===== config.mk =====
export PLATFORM = sky130hd
export DESIGN_NAME = centronix_tx
export DESIGN_NICKNAME = d
export VERILOG_FILES = /design/src/rtl/centronix_pkg.sv /design/src/rtl/centronix_fifo.sv /design/src/rtl/centronix_tx.sv
export SDC_FILE = /design/constraint.sdc
export NUM_CORES = 1
export LEC_CHECK = 0
export ABC_AREA = 1
export ABC_CLOCK_PERIOD_IN_PS = 3000
export BUFFER_PORTS_ARGS = -buffer_cell sky130_fd_sc_hd__clkbuf_2
export CORE_ASPECT_RATIO = 1.4
export CORE_MARGIN = 2
export CORE_UTILIZATION = 56
export CTS_CLUSTER_SIZE = 10
export DETAILED_ROUTE_END_ITERATION = 10
export GPL_ROUTABILITY_DRIVEN = 0
export MAX_ROUTING_LAYER = met4
export PLACE_DENSITY = 0.75
export SETUP_SLACK_MARGIN = 0.15
export SYNTH_ARGS = -nofsm -noshare
export SYNTH_HDL_FRONTEND = slang
export SYNTH_SLANG_ARGS = --single-unit

===== constraint.sdc =====
create_clock -name clk -period 3 [get_ports clk]
set_input_delay 0.45 -clock clk [delete_from_list [all_inputs] [get_ports clk]]
set_output_delay 0.45 -clock clk [all_outputs]
set_load 0.01 [all_outputs]

===== src/rtl/centronix_pkg.sv =====
// centronix_pkg: shared state encoding, default timing and counter sizing for the Centronics transmitter
package centronix_pkg;
  typedef enum logic [2:0] {IDLE, SETUP, STROBE, HOLD, WAIT_READY} tx_state_t;
  localparam int DEF_SETUP_CYC   = 4;
  localparam int DEF_STROBE_CYC  = 8;
  localparam int DEF_HOLD_CYC    = 4;
  localparam int DEF_TIMEOUT_CYC = 65535;
  localparam int DEF_FIFO_DEPTH  = 4;
  function automatic int cnt_width(input int a, input int b, input int c);
    int m;
    m = a > b ? a : b;
    m = m > c ? m : c;
    return m > 1 ? $clog2(m) : 1;
  endfunction
endpackage


===== src/rtl/centronix_fifo.sv =====
// centronix_fifo: synchronous byte FIFO with count-based full/empty and sticky overflow
module centronix_fifo
  import centronix_pkg::*;
#(
  parameter int DEPTH = DEF_FIFO_DEPTH
) (
  input  logic       clk,
  input  logic       rst,
  input  logic [7:0] wr_data,
  input  logic       wr_en,
  input  logic       rd_en,
  input  logic       clr,
  output logic [7:0] rd_data,
  output logic       full,
  output logic       empty,
  output logic       overflow
);
  localparam int AW = $clog2(DEPTH);
  logic [7:0]    mem [DEPTH];
  logic [AW-1:0] wp, rp;
  logic [AW:0]   cnt;
  logic          wr_ok, rd_ok;
  assign full    = cnt == (AW+1)'(DEPTH);
  assign empty   = cnt == '0;
  assign wr_ok   = wr_en & ~full;
  assign rd_ok   = rd_en & ~empty;
  assign rd_data = mem[rp];
  always_ff @(posedge clk or posedge rst)
    if (rst) begin
      wp       <= '0;
      rp       <= '0;
      cnt      <= '0;
      overflow <= 1'b0;
    end else begin
      wp       <= wr_ok ? wp + 1'b1 : wp;
      rp       <= rd_ok ? rp + 1'b1 : rp;
      cnt      <= cnt + (AW+1)'(wr_ok) - (AW+1)'(rd_ok);
      overflow <= clr ? 1'b0 : overflow | (wr_en & full);
    end
  always_ff @(posedge clk)
    if (wr_ok) mem[wp] <= wr_data;
endmodule


===== src/rtl/centronix_tx.sv =====
// centronix_tx: Centronics printer-port transmitter with byte FIFO, programmable strobe/busy polarity
// and a sticky timeout while waiting for the receiver to release busy.
module centronix_tx
  import centronix_pkg::*;
#(
  parameter int SETUP_CYC   = DEF_SETUP_CYC,
  parameter int STROBE_CYC  = DEF_STROBE_CYC,
  parameter int HOLD_CYC    = DEF_HOLD_CYC,
  parameter int TIMEOUT_CYC = DEF_TIMEOUT_CYC,
  parameter int FIFO_DEPTH  = DEF_FIFO_DEPTH
) (
  input  logic       clk,
  input  logic       rst,
  input  logic [7:0] wr_data,
  input  logic       wr_en,
  output logic       full,
  output logic       empty,
  output logic       overflow,
  input  logic       cfg_inv_strobe,
  input  logic       cfg_inv_busy,
  input  logic       clr_status,
  output logic [7:0] centronix,
  output logic       strobe,
  input  logic       busy,
  output logic       timeout,
  output logic       idle
);
  localparam int CW = cnt_width(SETUP_CYC, STROBE_CYC, HOLD_CYC);
  localparam int TW = $clog2(TIMEOUT_CYC + 1);
  tx_state_t     state, nxt;
  logic [CW-1:0] cnt, cnt_nxt;
  logic [TW-1:0] to_cnt;
  logic          busy_m, busy_s, busy_act, inv_s_q, inv_b_q, pop;
  logic [7:0]    head;
  centronix_fifo #(.DEPTH(FIFO_DEPTH)) u_fifo (
    .clk(clk), .rst(rst), .wr_data(wr_data), .wr_en(wr_en), .rd_en(pop),
    .clr(clr_status), .rd_data(head), .full(full), .empty(empty), .overflow(overflow)
  );
  // Polarity is live while idle so the idle level tracks config; frozen during a transfer
  assign busy_act = busy_s ^ (state == IDLE ? cfg_inv_busy : inv_b_q);
  assign pop      = state == IDLE && !empty && !busy_act;
  assign strobe   = state == IDLE ? ~cfg_inv_strobe : (state == STROBE) ^ ~inv_s_q;
  assign idle     = state == IDLE && empty;
  always_comb begin
    nxt     = state;
    cnt_nxt = cnt;
    unique case (state)
      IDLE: if (pop) begin
        nxt     = SETUP;
        cnt_nxt = CW'(SETUP_CYC - 1);
      end
      SETUP: if (cnt == '0) begin
        nxt     = STROBE;
        cnt_nxt = CW'(STROBE_CYC - 1);
      end else cnt_nxt = cnt - 1'b1;
      STROBE: if (cnt == '0) begin
        nxt     = HOLD;
        cnt_nxt = CW'(HOLD_CYC - 1);
      end else cnt_nxt = cnt - 1'b1;
      HOLD: if (cnt == '0) nxt = WAIT_READY;
      else cnt_nxt = cnt - 1'b1;
      WAIT_READY: if (!busy_act) nxt = IDLE;
      default: nxt = IDLE;
    endcase
  end
  always_ff @(posedge clk or posedge rst)
    if (rst) begin
      busy_m    <= 1'b0;
      busy_s    <= 1'b0;
      state     <= IDLE;
      cnt       <= '0;
      to_cnt    <= '0;
      timeout   <= 1'b0;
      centronix <= '0;
      inv_s_q   <= 1'b0;
      inv_b_q   <= 1'b0;
    end else begin
      busy_m    <= busy;
      busy_s    <= busy_m;
      state     <= nxt;
      cnt       <= cnt_nxt;
      to_cnt    <= state != WAIT_READY ? '0 :
                   busy_act && to_cnt != TW'(TIMEOUT_CYC) ? to_cnt + 1'b1 : to_cnt;
      // Fires only on the step into saturation, so a clear while still waiting sticks
      timeout   <= clr_status ? 1'b0 :
                   timeout | (state == WAIT_READY && busy_act && to_cnt == TW'(TIMEOUT_CYC - 1));
      centronix <= pop ? head : centronix;
      inv_s_q   <= pop ? cfg_inv_strobe : inv_s_q;
      inv_b_q   <= pop ? cfg_inv_busy : inv_b_q;
    end
endmodule


# Word level (Yosys, flattened, before mapping)
# Memories as Yosys holds them, arrays and structs flattened. A register that Yosys moved wholly into a read port is not among the register bits.
# Cells that the tools add are included.
# classes
n_addsub,6
eq_ne,14
n_mux,19
bitwise,11
reduce_logical,15
# ops
operator,count
$mux W16,2
$mux W3,9
$add A16 B1 Y16 const B,1
$eq A16 B16 Y1 const B,1
$ne A16 B16 Y1 const B,1
$pmux W3 S5,1
$pmux W3 S4,1
$ne A2 B2 Y1 const B,5
$logic_not A3 Y1,3
$eq A3 B2 Y1 const B,2
$eq A3 B3 Y1 const B,2
$logic_and A1 B1 Y1,6
$mux W1,6
$reduce_and A5 Y1,1
$add A2 B1 Y2 const B,2
$not A1 Y1,4
$reduce_bool A4 Y1,1
$add A3 B1 Y3,1
$and A1 B1 Y1,3
$eq A3 B1 Y1 const B,1
$ne A3 B3 Y1 const B,1
$reduce_and A3 Y1,1
$sub A3 B1 Y3,1
$sub A3 B1 Y3 const B,1
5 further kinds,8
# totals
reg_bits,35
ram_bits,32
in_bits,15
elab_cells,78
memories,1
# mem_list
name,depth,word_bits,read_ports,rd_ports_with_merged_regs,write_ports,line_no,text
u_fifo.mem,4,8,1,1,1,centronix_fifo.sv:19,logic [7:0] mem [DEPTH];

# Longest topological paths before layout
# logic_depth
ltp_word,7
ltp_mapped,15
ltp_nobuf,14

# Cells and area by module
# A second synthesis with hierarchy kept.
# unflattened
cells_unflattened,419
area_unflattened_um2,3836.2
# by_module_without_submodules
mod,instances,cells_per_inst,area_per_inst_um2
centronix_tx,1,263,2039.5
centronix_fifo,1,156,1796.7

# Worst setup path before layout
# Ideal clock, no wire load.
# synth_path
kind,flip-flop to flip-flop
start,reg u_fifo.cnt[0]
end,reg u_fifo.cnt[2]
setup_time_ps,129
arrival_ps,2310
path_slack_ps,561
path_stages_with_launch,13
n_path_buf,1
period_less_slack_ps,2439
cell_sequence,dfrtp_1 > nor3_1 > nor2_1 > nand2_4 > inv_2 > buf_6 > ha_1 > inv_1 > ha_1 > inv_1 > fa_1 > xnor2_1 > xor2_1
# synth_between
elab_chain_cells,6
word_cells_on_any_way,11
cone_classes,add/sub: 2; eq/ne: 1; bitwise: 4; reduce/logical: 4
# synth_lines
element,line_no,text
from (decl),centronix_fifo.sv:21,logic [AW:0] cnt;
from (signal assigned),centronix_fifo.sv:37,cnt <= cnt + (AW+1)'(wr_ok) - (AW+1)'(rd_ok);
$logic_not A3 Y1 (*),centronix_fifo.sv:24,assign empty = cnt == '0;
net empty,centronix_tx.sv:17,"output logic empty,"
$logic_not A1 Y1,centronix_tx.sv:41,assign pop = state == IDLE && !empty && !busy_act;
$logic_and A1 B1 Y1 (2 in a row),centronix_tx.sv:41,
$and A1 B1 Y1 (*),centronix_fifo.sv:26,assign rd_ok = rd_en & ~empty;
net u_fifo.rd_ok,centronix_fifo.sv:22,"logic wr_ok, rd_ok;"
$sub A3 B1 Y3 (*),centronix_fifo.sv:37,
# Mark *: on every way through the listed nets, which the timed path passes. The rest lies on a longest branch.
# A chain may end at the register's enable or synchronous reset.

# Worst setup path in the final report
# layout_path
start,reg state[0]
end,reg u_fifo.cnt[2]
# layout_between
elab_chain_cells,7
word_cells_on_any_way,8
cone_classes,add/sub: 1; mux: 1; bitwise: 2; reduce/logical: 4
# layout_lines
element,line_no,text
from (decl),centronix_tx.sv:30,"tx_state_t state, nxt;"
from (signal assigned),centronix_tx.sv:80,state <= nxt;
$logic_not A3 Y1 (*),"centronix_tx.sv:40, centronix_tx.sv:41",
$mux W1,centronix_tx.sv:40,assign busy_act = busy_s ^ (state == IDLE ? cfg_inv_busy : inv_b_q);
$xor A1 B1 Y1,centronix_tx.sv:40,
$logic_not A1 Y1,-,
$logic_and A1 B1 Y1 (*),centronix_tx.sv:41,
$and A1 B1 Y1 (*),centronix_fifo.sv:26,
$sub A3 B1 Y3 (*),centronix_fifo.sv:37,
# Every way passes the cells marked *; elsewhere a longest branch is shown, timed or not.

==> summary.md <==
| Metric | Value |
|---|---|
| Nets | 450 |
| # IOs | 29 |
| Setup Total Neg Slack | 0 ns |
| Post-Syn Area | 3630 um^2 |
| Max-Cap Viols | 0 |
| Synth Instances | 390 |
| Final setup fails | 0 |
| Critical path type | flop to flop |
| Post-Layout Cell Count | 501 |
| CTS root buffer | clkbuf_8 |
| Worst Hold Class | primary input to asynchronous set/reset pin |
| Antenna cells | 0 |
| Critical path's slowest cell | dfrtp_1 |
| Die area | 7160 um^2 |
| Cts bufs inserted | 9 |
| Pwr/cell area | 877 nW/um^2 |
| Share of cells above drive strength 1 | 15.4% |
| Met3 WL post-DR | 266 um |
| Fmax | 386 MHz |
| First-pass GRT wire length | 11500 um |
| TritonCTS clock tree | yes |
| Area contributors post-synth | dfrtp_1 (30%), edfxtp_1 (26%), nand2_1 (9.7%), nor2_1 (5.4%), nand3_1 (4.7%) |
| Die H | 99.3 um |
| Critical Path AT | 2.87 ns |
| Metal2 WL | 3690 um |
| Buf+Inv Stages, Crit Path | 3 |
| Clock Latency Late Sink | 0.35 ns |
| Post-route ant nets | 0 |
| NetSw | 1.38 mW |
| Max IR drop VDD | 0.000638 V |
| Netlist cell types | 32 |
| Routed via count | 2672 |
| Status | completed |
| Postcts setup bufs | 0 |
| Yosys reg bits | 75 |
| # rows | 34 |
| FILL cells | 492 |
| Core ar. | 6250 um^2 |
| 1st-pass router iterations | 5 |
| Seq/Total Area, Yosys | 56.1% |
| DR iter-0 viols | 131 |
| Die width | 72.1 um |
| Final worst-path cycle share | 86.5% |
| Combinational share of power | 36.2% |
| Top Family by Delay on Critical Path | simple AND/OR/NAND/NOR gates |
| Clock Sinks | 75 |
| Largest stage delay, worst path | 0.42 ns |
| CP endpoint kind | flop |
| Switching fraction of total power | 39.1% |
| Area leader, netlist | dfrtp_1 |
| Cell-internal power | 2.16 mW |
| Highest routed layer | met4 |
| Routed vias/inst | 5.33 |
| Unrepaired setup endpoints after global routing | false |
| DR DRC count | 0 |
| Critical path, cell by cell | nor2_4 -> nand2_4 -> nand2_1 -> nand3_2 -> nand2_1 -> nand2_4 -> inv_4 -> ha_1 -> inv_1 -> ha_1 -> inv_1 -> fa_1 -> xnor2_1 -> xor2_1 |
| Post-DP HPWL | 5000 um |
| Routed len/inst | 13.7 um |
| Post-CTS Resized | 0 |
| WL met1 | 2800 um |
| Initial core utilization | 58.1% |
| Worst Max-Slew Pin Slew | 0.800 ns |
| Final clock skew | 0.00620 ns |
| Largest net degree at the start of global routing | 25 |
| Clock Path Buffers | 2 |
| H-tree levels | 3 |
| WP data required | 3.27 ns |
| Final Hold Viols | 0 |
| Initial antenna violation count | 0 |
| Post-Place Cells | 485 |
| Wirelength, routed | 6840 um |
| Area grow syn2layout | 11.1% |
| Total grt overflow | 0 |
| Clock transition at the registers of the reported paths | 0.08 ns |
| Mapped Avg Cell Area | 9.32 um^2 |
| Crit path time final | 2.59 ns |
| Maximum fanout along the worst path | 15 |
| Syn nets | 416 |
| Slew headroom | 46.5% |
| Yosys top cell area share | 29.6% |
| CTS Hold Bufs | 0 |
| Total GRT Usage | 21.7% |
| Part of the power in the clock network | 21.9% |
| Vias in the first global route | 2576 |
| Worst hold slack | 0.105 ns |
| LEAKAGE | 1.87 nW |
| PortBufs | 28 |
| Max-slew violations | 0 |
| Warnings from Yosys | 0 |
| Critical Path Source Type | flop |
| Seq pwr share | 41.9% |
[per-layer routing]
| metal | GRT usage [%] | vias to the layer above |
|---|---|---|
| met4 | 8.27 | 0 |
| met5 | - | - |
| met3 | 6.08 | 9 |
| li1 | - | 1343 |
| met2 | 38.0 | 65 |
| met1 | 22.9 | 1255 |
[path summary, 6_finish.rpt]
path	start	cells past startpoint	slack (ns)	endpoint
setup / recovery	state[0]$_DFFE_PP0P_	14	0.41	u_fifo.cnt[2]$_DFF_PP0_
hold / removal	rst	2	0.10	centronix[1]$_DFFE_PP0P_
setup reg to reg	state[0]$_DFFE_PP0P_	14	0.41	u_fifo.cnt[2]$_DFF_PP0_
hold reg to reg	busy_m$_DFF_PP0_	0	0.38	busy_s$_DFF_PP0_
max in group asynchronous	rst	3	2.19	timeout$_DFF_PP0_
min in group clk	busy	1	0.21	busy_m$_DFF_PP0_
[power by group through the flow]
stage	Combinational (mW)	Clock, mW	Sequential (mW)
floorplan	0.974	0	1.48
global placement	1.25	0	1.49
detailed placement	1.30	0	1.50
CTS	1.30	0.788	1.48
global route	1.46	0.823	1.52
finish	1.28	0.776	1.48
[through the flow]
step / util [%] / total power, mW / cell area, um^2 / setup WS, ns
after CTS: 64.5 / 3.57 / 4030 / 0.329
after detailed placement: 61.3 / 2.80 / 3830 / 0.345
after global routing: 64.5 / 3.80 / 4040 / 0.196
after floorplan: - / 2.46 / 3630 / 0.561
after global placement: 61.3 / 2.75 / 3830 / 0.451
final: 64.5 / 3.54 / 4040 / 0.406
[kinds of logic after synthesis]
logic type      count (synthesis)  synth area share [%]
xor+xnor                       18                  4.34
buf+inv                        47                  5.51
simple gates                  202                  24.5
compound gates                 37                  5.58
flops                          75                  56.1
fa+ha+maj                      11                  3.99
[synthesized netlist by cell type]
master / instances
a21oi_1: 4
buf_2: 4
buf_4: 1
buf_6: 2
clkbuf_1: 1
dfrtp_1: 43
edfxtp_1: 32
fa_1: 1
ha_1: 10
inv_1: 35
inv_2: 4
nand2_1: 94
nand2_2: 2
nand2_4: 3
nand3_1: 34
nand3_2: 2
nand3_4: 1
nand4_1: 3
nor2_1: 52
nor2_2: 4
nor2_4: 1
nor3_1: 3
nor4_1: 1
o21ai_0: 21
o21ai_1: 2
o21ai_2: 1
o221ai_1: 1
o22ai_1: 8
or2_1: 1
or2_2: 1
xnor2_1: 6
xor2_1: 12
[flip-flops by register name, indices dropped and copies added (netlist names)]
register         count
centronix            8
u_fifo.cnt           3
busy_s               1
inv_s_q              1
u_fifo.rp            2
u_fifo.wp            2
u_fifo.overflow      1
u_fifo.mem          32
inv_b_q              1
cnt                  3
timeout              1
busy_m               1
to_cnt              16
state                3
[cell usage in the layout (no fill, tap or decap)]
| master | count |
|---|---|
| fa_1 | 1 |
| inv_2 | 3 |
| nand3_2 | 2 |
| clkbuf_2 | 28 |
| o221ai_1 | 1 |
| nand3_1 | 34 |
| o21ai_2 | 1 |
| clkinvlp_4 | 1 |
| nand3_4 | 1 |
| nand2_2 | 2 |
| bufinv_16 | 1 |
| inv_4 | 1 |
| o22ai_1 | 8 |
| clkinv_1 | 1 |
| nand2_1 | 94 |
| or2_1 | 1 |
| nor2_1 | 52 |
| nor2_4 | 1 |
| o21ai_1 | 2 |
| or2_2 | 1 |
| xor2_1 | 12 |
| clkinv_4 | 3 |
| xnor2_1 | 6 |
| a21oi_1 | 4 |
| edfxtp_1 | 32 |
| o21ai_0 | 21 |
| inv_1 | 34 |
| dfrtp_1 | 43 |
| buf_4 | 3 |
| nor3_1 | 3 |
| inv_6 | 1 |
| clkinv_2 | 1 |
| nor4_1 | 1 |
| clkbuf_8 | 9 |
| ha_1 | 10 |
| nor2_2 | 4 |
| nand4_1 | 3 |
| nand2_4 | 3 |
[cell type report]
type	count	area [um^2]	area share [%]
sequential	75	2040	50.5
multi-input combinational	268	1400	34.6
timing repair buffer	31	163	4.03
inverter	39	149	3.69
clock buffer	9	124	3.07
tap	72	90.1	2.23
clock inverter	7	77.6	1.92
Note: power is estimated with default switching activity, not from simulation.
